## src/rtl/running_pkg.sv

```systemverilog
// running_pkg
//   Shared constants and helpers for the running-minimum block.
//   DEFAULT_DEPTH / DEFAULT_WIDTH : default window length and sample width.
//   levels(depth)                 : number of compare levels in the min tree.
package running_pkg;

  localparam int DEFAULT_DEPTH = 8;
  localparam int DEFAULT_WIDTH = 4;

  // Binary min tree over a power-of-two window needs log2(depth) levels.
  function automatic int levels(input int depth);
    return $clog2(depth);
  endfunction

endpackage

```

## src/rtl/min_tree_stage.sv

```systemverilog
// min_tree_stage
//   One registered level of the minimum tree. Reduces LANES input lanes to
//   LANES/2 output lanes by pairwise minimum and carries a valid tag with the
//   data.
// Ports:
//   clk       : clock, rising edge
//   reset     : synchronous active-low reset
//   flush     : kills the valid tag at this edge (window clear)
//   in_valid  : tag for in_data
//   in_data   : LANES lanes of WIDTH bits, lane 0 at the LSBs
//   out_valid : registered tag
//   out_data  : LANES/2 lanes of registered pairwise minima
// Handshake: a lane set is transferred whenever in_valid is high at a rising
// edge; there is no ready, so every stage accepts unconditionally.
module min_tree_stage #(
  parameter int LANES = 8,
  parameter int WIDTH = 4
) (
  input  logic                         clk,
  input  logic                         reset,
  input  logic                         flush,
  input  logic                         in_valid,
  input  logic [LANES*WIDTH-1:0]       in_data,
  output logic                         out_valid,
  output logic [(LANES/2)*WIDTH-1:0]   out_data
);

  localparam int OUT_LANES = LANES / 2;

  logic [OUT_LANES*WIDTH-1:0] min_data;

  // Pairwise minimum; on a tie lane 2i passes, which is the same value.
  always_comb begin
    min_data = '0;
    for (int i = 0; i < OUT_LANES; i++) begin
      if (in_data[(2*i+1)*WIDTH +: WIDTH] < in_data[(2*i)*WIDTH +: WIDTH])
        min_data[i*WIDTH +: WIDTH] = in_data[(2*i+1)*WIDTH +: WIDTH];
      else
        min_data[i*WIDTH +: WIDTH] = in_data[(2*i)*WIDTH +: WIDTH];
    end
  end

  // Data only moves with a valid tag so the last stage holds its value
  // between results.
  always_ff @(posedge clk) begin
    if (!reset) begin
      out_valid <= 1'b0;
      out_data  <= '0;
    end else begin
      out_valid <= in_valid && !flush;
      if (in_valid && !flush)
        out_data <= min_data;
    end
  end

endmodule

```

## src/rtl/running_low_pipelined.sv

```systemverilog
// running_low_pipelined
//   Running minimum over the last DEPTH accepted samples. The window is a
//   shift register (entry 0 = newest); the minimum is produced by a fully
//   pipelined binary tree, one result per accepted sample, LEVELS+1 cycles
//   after acceptance.
// Ports:
//   clk         : clock, rising edge
//   reset       : synchronous active-low reset, highest priority
//   in_valid    : data_in accepted at this edge (no backpressure)
//   data_in     : sample, unsigned WIDTH bits
//   clear       : flush the window and in-flight results; with in_valid the
//                 new sample becomes the only entry
//   low_out     : registered window minimum, holds between results
//   low_valid   : one-cycle pulse per accepted sample
//   window_full : window holds DEPTH samples
module running_low_pipelined
  import running_pkg::*;
#(
  parameter int DEPTH = DEFAULT_DEPTH,
  parameter int WIDTH = DEFAULT_WIDTH
) (
  input  logic             clk,
  input  logic             reset,
  input  logic             in_valid,
  input  logic [WIDTH-1:0] data_in,
  input  logic             clear,
  output logic [WIDTH-1:0] low_out,
  output logic             low_valid,
  output logic             window_full
);

  localparam int LEVELS = levels(DEPTH);
  localparam int NODES  = 2 * DEPTH - 1;
  localparam int CNT_W  = $clog2(DEPTH + 1);

  // Unfilled entries hold all-ones so they never win the minimum.
  localparam logic [DEPTH*WIDTH-1:0] UNFILLED = '1;

  logic [DEPTH*WIDTH-1:0] window;
  logic [CNT_W-1:0]       count;
  logic                   win_valid;
  logic [LEVELS:0]        vld;
  // Every tree level packed back to back: level l starts at lane
  // 2*DEPTH - 2*(DEPTH>>l); level 0 is the window itself.
  logic [NODES*WIDTH-1:0] nodes;

  always_ff @(posedge clk) begin
    if (!reset) begin
      window    <= UNFILLED;
      count     <= '0;
      win_valid <= 1'b0;
    end else if (clear) begin
      if (in_valid) begin
        window <= {{((DEPTH-1)*WIDTH){1'b1}}, data_in};
        count  <= CNT_W'(1);
      end else begin
        window <= UNFILLED;
        count  <= '0;
      end
      win_valid <= in_valid;
    end else begin
      if (in_valid) begin
        window <= {window[(DEPTH-1)*WIDTH-1:0], data_in};
        if (count != CNT_W'(DEPTH))
          count <= count + CNT_W'(1);
      end
      win_valid <= in_valid;
    end
  end

  assign nodes[DEPTH*WIDTH-1:0] = window;
  assign vld[0] = win_valid;

  for (genvar l = 0; l < LEVELS; l++) begin : g_level
    localparam int LANES   = DEPTH >> l;
    localparam int IN_OFF  = 2 * DEPTH - 2 * LANES;
    localparam int OUT_OFF = 2 * DEPTH - LANES;

    min_tree_stage #(
      .LANES (LANES),
      .WIDTH (WIDTH)
    ) u_stage (
      .clk       (clk),
      .reset     (reset),
      .flush     (clear),
      .in_valid  (vld[l]),
      .in_data   (nodes[IN_OFF*WIDTH +: LANES*WIDTH]),
      .out_valid (vld[l+1]),
      .out_data  (nodes[OUT_OFF*WIDTH +: (LANES/2)*WIDTH])
    );
  end

  assign low_out     = nodes[NODES*WIDTH-1 -: WIDTH];
  assign low_valid   = vld[LEVELS];
  assign window_full = (count == CNT_W'(DEPTH));

endmodule

```

## config.mk

```make
export PLATFORM = sky130hd
export DESIGN_NAME = running_low_pipelined
export DESIGN_NICKNAME = d
export VERILOG_FILES = /design/src/rtl/running_pkg.sv /design/src/rtl/min_tree_stage.sv /design/src/rtl/running_low_pipelined.sv
export SDC_FILE = /design/constraint.sdc
export NUM_CORES = 1
export LEC_CHECK = 0
export ABC_AREA = 0
export ABC_CLOCK_PERIOD_IN_PS = 1550
export CORE_ASPECT_RATIO = 1.4
export CORE_UTILIZATION = 45
export CTS_CLUSTER_SIZE = 16
export DETAILED_ROUTE_END_ITERATION = 6
export PLACE_DENSITY_LB_ADDON = 0.15
export SYNTH_ARGS = -nofsm -noshare
export SYNTH_HDL_FRONTEND = slang
export SYNTH_SLANG_ARGS = --single-unit
```

## constraint.sdc

```tcl
create_clock -name clk -period 1.55 [get_ports clk]
set_input_delay 0.155 -clock clk [delete_from_list [all_inputs] [get_ports clk]]
set_output_delay 0.155 -clock clk [all_outputs]
set_load 0.01 [all_outputs]
```

# --- After elaboration in Yosys (flattened, before gate mapping) ---
# Index checks and enable logic that the tools add are counted.
word_totals:
  ff_bits: 68
  out_inout_bits: 6
  inputBits: 8
classes:
  n_addsub: 1
  reduce_logical: 7
  n_lt_le_gt_ge: 7
  eq_ne: 2
  mux: 14
ops:
  columns: ["cell", "count"]
  rows:
  - ["$mux W32", 2]
  - ["$mux W4", 11]
  - ["$lt A4 B4 Y1", 7]
  - ["$add A4 B1 Y4 const B", 1]
  - ["$eq A4 B4 Y1 const B", 1]
  - ["$ne A4 B4 Y1 const B", 1]
  - ["$reduce_bool A2 Y1", 2]
  - ["$logic_and A1 B1 Y1", 3]
  - ["$reduce_and A2 Y1", 1]
  - ["$logic_not A1 Y1", 1]
  - ["$mux W1", 1]

# --- Longest topological paths before layout ---
# Gate-level depths: netlist of the first run.
logic_depth:
  ltp_word: 4
  ltp_mapped: 6
  ltp_nobuf: 6

# --- Modules after synthesis ---
# A second synthesis of the first run with hierarchy kept.
hier_totals:
  hier_cells: 345
  area_unflattened_um2: 3273.1
by_module_without_submodules:
  columns: ["module", "area_per_inst_um2", "cells_per_inst", "instances"]
  rows:
  - ["running_low_pipelined", 1420.1, 137, 1]
  - ["min_tree_stage at g_level[0].u_stage", 1017.2, 115, 1]
  - ["min_tree_stage at g_level[1].u_stage", 544.3, 61, 1]
  - ["min_tree_stage at g_level[2].u_stage", 291.5, 32, 1]

# --- Worst setup path before layout of the first run ---
# Ideal clock, no wire load.
synth_path:
  path_type: "register -> register"
  startpoint: "register window[19]"
  endpoint: "register g_level[0].u_stage.out_data[10]"
  required_time_ns: 1.428
  t_arrival_ns: 1.230
  path_buffers: 0
  stages_incl_launch_ff: 7
  setup_slack_ns: 0.199
  cell_sequence: "dfxtp_1 -> inv_1 -> ha_1 -> a21oi_1 -> o21ai_2 -> mux2i_1 -> a21oi_1"
synth_between:
  elab_chain_cells: 2
synth_rtl:
  columns: ["item", "line_no", "text"]
  rows:
  - ["start: declaration", "running_low_pipelined.sv:39", "logic [DEPTH*WIDTH-1:0] window;"]
  - ["start signal: assignment", "running_low_pipelined.sv:54", "window <= {{((DEPTH-1)*WIDTH){1'b1}}, data_in};"]
  - ["start signal: assignment", "running_low_pipelined.sv:63", "window <= {window[(DEPTH-1)*WIDTH-1:0], data_in};"]
  - ["$lt A4 B4 Y1", "min_tree_stage.sv:36", "if (in_data[(2*i+1)*WIDTH +: WIDTH] < in_data[(2*i)*WIDTH +: WIDTH])"]
  - ["$mux W4", "min_tree_stage.sv:36", null]
  - ["end signal: assignment", "min_tree_stage.sv:52", "out_data <= min_data;"]
  - ["end: declaration", "min_tree_stage.sv:25", "output logic [(LANES/2)*WIDTH-1:0] out_data"]
# No other way between the ends.
# A chain may end at the register's enable or synchronous reset.

# --- Final worst setup path of the first run ---
layout_path:
  startpoint: "register g_level[0].u_stage.out_data[9]"
  endpoint: "register g_level[1].u_stage.out_data[6]"
layout_between:
  elab_chain_cells: 2
layout_rtl:
  columns: ["item", "line_no"]
  rows:
  - ["$lt A4 B4 Y1", "min_tree_stage.sv:36"]
  - ["$mux W4", "min_tree_stage.sv:36"]
  - ["end signal: assignment", "min_tree_stage.sv:52"]
  - ["end: declaration", "min_tree_stage.sv:25"]
# No other way between the ends.

==> key figures, run 1 <==
Synth
  • Top cells by area, synth: dfxtp_1 43%, mux2i_1 12%, ha_1 9.1%
  • Count leader, synth: dfxtp_1
  • Commonest cells in the netlist: 68 x dfxtp_1, 39 x a21oi_1, 38 x mux2i_1, 33 x o21ai_0, 31 x nand2_1
  • Synth Area in Simple Gates: 11.6%
  • Cell Area, Synth: around 3200 um^2
  • Post-Syn Instances: about 350
  • Largest family of logic cells by synthesized area: compound AO/OA/AOI/OAI gates
  • Syn_area_per_cell: 9.16 um^2
  • Netlist cell types: 30
  • Sequential area share after synthesis: 43.0%
  • Post-synthesis compound-gate area fraction: a little under a fifth
  • Mux cell area share after synthesis: roughly an eighth
  • Synth top area share: 43.0%
  • Post-synth top area cell: dfxtp_1
  • Number of synthesized flops with an enable pin: 0
  • Syn. warnings: 0
  • Xor and xnor area share after synthesis: 0.553%
  • Post-synthesis net count: between 300 and 400
  • #FFs+latches synth: just under 70
  • Dominant synthesized flop cell: dfxtp_1
  • Synth Area in Adders: a little under a tenth
  • Fraction of registers with async set/reset: 0%

Power and ir drop
  • Switch share: about a quarter
  • Worst vdd ir: roughly 480 uV
  • P_leak: between 1.5 and 2 nW
  • Seq pwr share: about half
  • Comb power frac: between 10% and 20%
  • Int Pwr: between 2 and 3 mW
  • Proportion of power drawn by the clock network: 38.7%
  • Switching power: approximately 900 uW
  • Total chip power: around 3.7 mW
  • Pwr/cell area: roughly 960 nW/um^2

Placement
  • Final Wtd Congestion: 0.820
  • DP HPWL: around 4.2 mm
  • # port buffers: 13

Min path
  • Worst hold path startpoint: in_valid
  • Worst min-delay path class: primary input to register

Worst setup path
  • Crit Path Category: register to register
  • Max incr delay on CP: roughly 0.38 ns
  • Cells along the critical path: inv_2, ha_1, o211ai_1, nor2_2, nor4_1, a211oi_2
  • CP Capture Type: register
  • Crit path launch: g_level[0].u_stage.out_data[9]$_SDFFE_PN0P_
  • R2R Path Start: g_level[0].u_stage.out_data[9]$_SDFFE_PN0P_
  • Worst EP arrival: 1.72 ns
  • Kind of cell adding the most delay to the critical path: simple AND/OR/NAND/NOR gates
  • CP bufs+invs: 1
  • WP data required: 1.77 ns
  • CP max FO: 4
  • Crit start category: register
  • CP max stage cell: nor4_1

CTS
  • CTS tree: yes
  • Hold Buf Count CTS: 0
  • # H-tree levels: 3
  • Clock tree buffer depth: 2
  • Worst-path clk slew: roughly 0.08 ns
  • Clk Latency, worst-skew pair: between 0.3 and 0.4 ns
  • CTS Buf Count: 9
  • Root Buffer: clkbuf_8
  • CTS Sinks: slightly below 70

Finish
  • Layout cells sized above 1: about a fifth
  • Layout fillers: around 640
  • Reg area: roughly 1400 um^2
  • P&R area growth vs syn: 20.9%
  • Ant. Diodes: 0
  • Post-layout nets: between 400 and 500
  • Multi-input gate area: 1730 um^2

Route
  • Drt pass-1 iters: 5
  • DRT antenna net count: 0
  • 1st-iter DRT viols: 41
  • Vias: around 2400
  • WL final: between 6 and 7 mm
  • Post-DR vias/cell: approximately 5.2
  • DR DRC count: 0
  • DR WL/cell: 13.2 um

Die
  • DIE WIDTH: 72.9 um
  • Die area: approximately 7400 um^2
  • Core Region: around 6700 um^2
  • Die height: 101 um
  • Row Count: 35
  • Initial Utilization: between 40% and 50%
  • I/O Pins: 14

Global routing
  • Global-route wire length before repair: 10.2 mm
  • Vias in the first global route: roughly 2200
  • Largest net degree at the start of global routing: between 50 and 60
  • Initial antenna violation count: 0
  • Total track usage: between 10% and 20%
  • Grt ovf: 0

Timing
  • Final Cycle Share: a little under 100%
  • Final Hold Viols: 0
  • Final setup fails: 0
  • Final hold slack: 0.307 ns
  • RSZ-0062 raised after global routing: yes
  • Fin. max-slew vios: 0
  • Max Clock Freq: between 0.6 and 0.7 GHz
  • Post-layout min period: 1.50 ns
  • Worst-margin pin slew: 0.449 ns
  • Worst slew margin: a little over two thirds
  • Clk_skew: about 0.011 ns

Job
  • Maximum Capacitance Violations: 0

Outcome
  • Status: complete, no violations
worst paths after layout:
kind                            slack, ns  cells after the start                                     endpoint
worst max-delay path                 0.05                      6  g_level[1].u_stage.out_data[6]$_SDFFE_PN0P_
worst min-delay path                 0.31                      4                         win_valid$_SDFF_PN0_
worst max register to register       0.05                      6  g_level[1].u_stage.out_data[6]$_SDFFE_PN0P_
worst min register to register       0.45                      1      g_level[2].u_stage.out_valid$_SDFF_PN0_
metrics by stage:
step | util (%) | instance area (um^2) | TNS, ns | std cells | setup WS (ns)
2_1_floorplan | - | 3170 | 0 | 346 | 0.199
6_report | 57.2 | 3830 | 0 | 470 | 0.0500
3_5_place_dp | 52.3 | 3510 | 0 | 452 | 0.00459
5_1_grt | 57.2 | 3830 | -0.0937 | 470 | -0.0310
3_3_place_gp | 52.3 | 3510 | 0 | 452 | 0.0304
4_1_cts | 55.3 | 3700 | 0 | 467 | 0.00515
worst register-to-register path: cells and delay by family (launching register included):
kind                       cells  cell delay (ns)
and+or+nand+nor                2             0.47
DFF                            1             0.33
adders and majority gates      1             0.28
AOI/OAI and AO/OA              2             0.27
buffers and inverters          1             0.05
power groups by stage:
stage	Combinational, mW	Clock [mW]	Sequential, mW
2_1_floorplan	0.280	0	1.86
3_3_place_gp	0.380	0	1.87
3_5_place_dp	0.384	0	1.87
4_1_cts	0.389	1.46	1.83
5_1_grt	0.460	1.52	1.84
6_report	0.411	1.42	1.84
layout by cell type, fill, tap and decap left out, types with 4 or more instances in the layout:
| cell | count |
|---|---|
| ha_4 | 4 |
| nor2_1 | 8 |
| buf_4 | 19 |
| dfxtp_2 | 13 |
| nor3b_1 | 6 |
| o211ai_1 | 16 |
| o21ai_0 | 33 |
| a21oi_1 | 34 |
| nor2b_1 | 6 |
| a21oi_2 | 5 |
| nor3_1 | 4 |
| mux2i_1 | 38 |
| ha_1 | 19 |
| clkbuf_8 | 10 |
| inv_1 | 23 |
| o21ai_2 | 6 |
| nand2_1 | 31 |
| dfxtp_1 | 55 |
| clkdlybuf4s50_1 | 11 |
cell type report:
cell class,count,area share (%)
multi-input combinational,234,45.1
tap,92,3.00
timing repair buffer,35,8.43
sequential,68,36.0
clock inverter,4,1.31
inverter,26,2.55
clock buffer,11,3.69
what timing repair did:
| item | CTS | global route |
|---|---|---|
| endpoints found under the setup margin | 2 | 20 |
| setup buffers | 0 | 3 |
| pin swaps | 0 | 14 |
| gates resized for setup | 4 | 31 |
sequential cells by signal, indices dropped and copies added (netlist names):
name / count
g_level.u_stage.out_data: 28
window: 32
win_valid: 1
count: 4
g_level.u_stage.out_valid: 3
cells by family (layout without fill, tap and decap cells):
logic type,Yosys count,count (layout)
fa+ha+maj,23,23
flops,68,68
compound gates,99,99
mux,38,38
buf+inv,44,76
simple gates,72,72
xor+xnor,2,2
routing by layer:
metal / GRT usage [%] / vias to the layer above / part of all wire, %
met2: 31.0 / 23 / 50
met5: 0 / - / 0
met3: 4.28 / 9 / 1.9
li1: - / 1264 / -
met4: 6.79 / 0 / 1.5
met1: 21.2 / 1128 / 47
Note: power is estimated with default switching activity, not from simulation.
==> run 2: changes to the inputs <==
==> constraint.sdc (replaced) <==
create_clock -name clk -period 1.55 [get_ports clk]
set_input_delay 0.155 -clock clk [delete_from_list [all_inputs] [get_ports clk]]
set_output_delay 0.155 -clock clk [all_outputs]
set_load 0.1 [all_outputs]
==> key figures, run 2 (synthesized netlist as in run 1, its figures left out) <==
Outcome
  • Status: complete, no violations

Route
  • 1st-iter DRT viols: 127 (+210%)
  • DR WL/cell: 13.7 um (+3.8%)
  • Met3 wire len: 150 um (+24%)
  • Wl on met1: 2.91 mm (-0.14%)
  • Met2 wire length: 3.23 mm (+4.6%)
  • DR DRC count: 0 (unchanged)
  • Post-DR vias/cell: 5.34 (+3.5%)
  • DRT antenna net count: 0 (unchanged)
  • Top Layer Used: met4
  • Vias: 2493 (+2.8%)
  • Drt pass-1 iters: 4 (-1)
  • WL final: 6.41 mm (+3.1%)

CTS
  • CTS Buf Count: 9 (unchanged)
  • Clk Latency, worst-skew pair: 0.34 ns (about the same)
  • Hold Buf Count CTS: 0 (unchanged)
  • Worst-path clk slew: 0.08 ns (about the same)
  • Clock tree buffer depth: 2 (unchanged)
  • CTS Sinks: 68 (unchanged)
  • # H-tree levels: 3 (unchanged)
  • CTS tree: yes
  • Root Buffer: clkbuf_8

Worst setup path
  • CP max stage cell: dfxtp_1
  • CP bufs+invs: 1 (unchanged)
  • R2R depth: 5 (-1)
  • WP data required: 1.80 ns (+0.03 ns)
  • Max incr delay on CP: 0.35 ns (-0.03 ns)
  • Cells along the critical path: inv_1, ha_1, a21o_1, o21a_1, a211oi_1
  • Kind of cell adding the most delay to the critical path: compound AO/OA/AOI/OAI gates
  • CP Capture Type: register
  • Crit Path Category: register to register
  • CP max FO: 5 (+1)
  • CP Depth: 5 (-1)
  • Crit start category: register
  • Worst EP arrival: 1.76 ns (+0.04 ns)

Timing
  • Total negative setup slack: 0 ns (unchanged)
  • Final Hold Viols: 0 (unchanged)
  • Fin. max-slew vios: 0 (unchanged)
  • Worst slew margin: 68.6% (-1.4 points)
  • Final Cycle Share: 97.3% (+0.48 points)
  • Worst-margin pin slew: 0.470 ns (+0.0213 ns)
  • Final hold slack: 0.188 ns (-0.119 ns)
  • Final setup fails: 0 (unchanged)
  • Clk_skew: 0.00942 ns (-0.00114 ns)
  • Post-layout min period: 1.51 ns (+0.00740 ns)
  • Max Clock Freq: 0.663 GHz (-0.49%)
  • RSZ-0062 raised after global routing: yes

Finish
  • Most frequent cells in the layout: 54 x dfxtp_1, 38 x mux2i_1, 36 x a21oi_1
  • Final core occ: 57.8% (+0.58 points)
  • Layout cells sized above 1: 20.8% (-0.099 points)
  • Post-layout nets: 401 (-0.99%)
  • Ant. Diodes: 0 (unchanged)
  • Layout Cells excl Fill: 467 (-0.64%)
  • P&R area growth vs syn: 22.1%
  • Largest register by flop count: window
  • Max reg flops: 32 (unchanged)
  • Commonest non-fill, non-tap cell in the layout: dfxtp_1
  • Biggest regs: window (32), g_level.u_stage.out_data (28), count (4)

Die
  • Die area: 7390 um^2 (unchanged)
  • I/O Pins: 14 (unchanged)
  • Initial Utilization: 47.3% (unchanged)
  • Core Region: 6700 um^2 (unchanged)
  • Row Count: 35 (unchanged)
  • DIE WIDTH: 72.9 um (unchanged)
  • Die height: 101 um (unchanged)

Global routing
  • Grt ovf: 0 (unchanged)
  • Vias in the first global route: 2299 (+2.4%)
  • Global-route wire length before repair: 10.6 mm (+3.7%)
  • Largest net degree at the start of global routing: 39 (-24%)
  • Total track usage: 18.8% (+0.88 points)
  • Initial antenna violation count: 0 (unchanged)

Placement
  • # port buffers: 13 (unchanged)
  • Final Wtd Congestion: 0.824 (+0.50%)
  • Placed Instances: 450 (-0.44%)
  • DP HPWL: 4.37 mm (+3.4%)

Power and ir drop
  • Pwr/cell area: 954 nW/um^2 (-0.28%)
  • Total chip power: 3.69 mW (+0.72%)
  • Worst vdd ir: 593 uV (+24%)
  • P_leak: 1.68 nW (+0.58%)

Min path
  • Worst min-delay path class: primary input to register
  • Hold path depth: 3 (-1)

Job
  • Maximum Capacitance Violations: 0 (unchanged)
[run 2: changes by cell type in the layout (fill, tap and decap cells not counted), moves of 2 or more]
cell,previous run,this run
buf_4,19,15
clkinvlp_4,2,0
ha_1,19,17
a21oi_2,5,3
a21oi_1,34,36
a211oi_2,3,1
a211oi_1,0,2
clkdlybuf4s50_1,11,6
buf_12,3,9
ha_4,4,6
[run 2: repair_timing]
item                       CTS  global route
setup buffers                1             0
gates cloned                 0             0
gates resized for setup      0            30
setup endpoints to repair    2            21
pin swaps                    1            11
[run 2: worst paths after layout]
path | startpoint | to | slack [ns]
worst max-delay path | g_level[0].u_stage.out_data[11]$_SDFFE_PN0P_ | g_level[1].u_stage.out_data[6]$_SDFFE_PN0P_ | 0.04
worst min-delay path | in_valid | win_valid$_SDFF_PN0_ | 0.19
worst max register to register | g_level[0].u_stage.out_data[11]$_SDFFE_PN0P_ | g_level[1].u_stage.out_data[6]$_SDFFE_PN0P_ | 0.04
worst min register to register | g_level[1].u_stage.out_valid$_SDFF_PN0_ | g_level[2].u_stage.out_valid$_SDFF_PN0_ | 0.46
[run 2: power breakdown]
group          switching (mW)  internal (mW)  leakage [nW]  total [mW]
sequential             0.0392           1.80         0.554        1.84
combinational           0.219          0.192          1.03       0.411
clock                   0.656          0.786         0.100        1.44
total                   0.915           2.78          1.68        3.69
[run 2: layer usage]
layer / GRT usage [%] / vias to the layer above
li1: - / 1267
met1: 22.2 / 1187
met2: 31.1 / 30
met3: 5.17 / 9
met4: 9.20 / 0
met5: 0 / -
[run 2: area by class of cell]
class | instances | area (um^2)
Sequential cell | 68 | 1380
Tap cell | 92 | 115
Clock inverter | 4 | 48.8
Fill cell | 604 | 2830
Inverter | 26 | 97.6
Timing Repair Buffer | 31 | 358
Multi-Input combinational cell | 234 | 1730
Clock buffer | 12 | 145
[run 2: metrics by stage]
step                area, um^2  setup WS, ns
floorplan                 3170         0.129
global placement          3550        0.0437
detailed placement        3550        0.0193
CTS                       3750       0.00645
global route              3870       -0.0263
finish                    3870        0.0426
[run 2: worst register-to-register path, cell delays in order, from the launching register on]
cell and delay [ns]:
dfxtp_1 0.35, inv_1 0.05, ha_1 0.31, a21o_1 0.26, o21a_1 0.23, a211oi_1 0.23
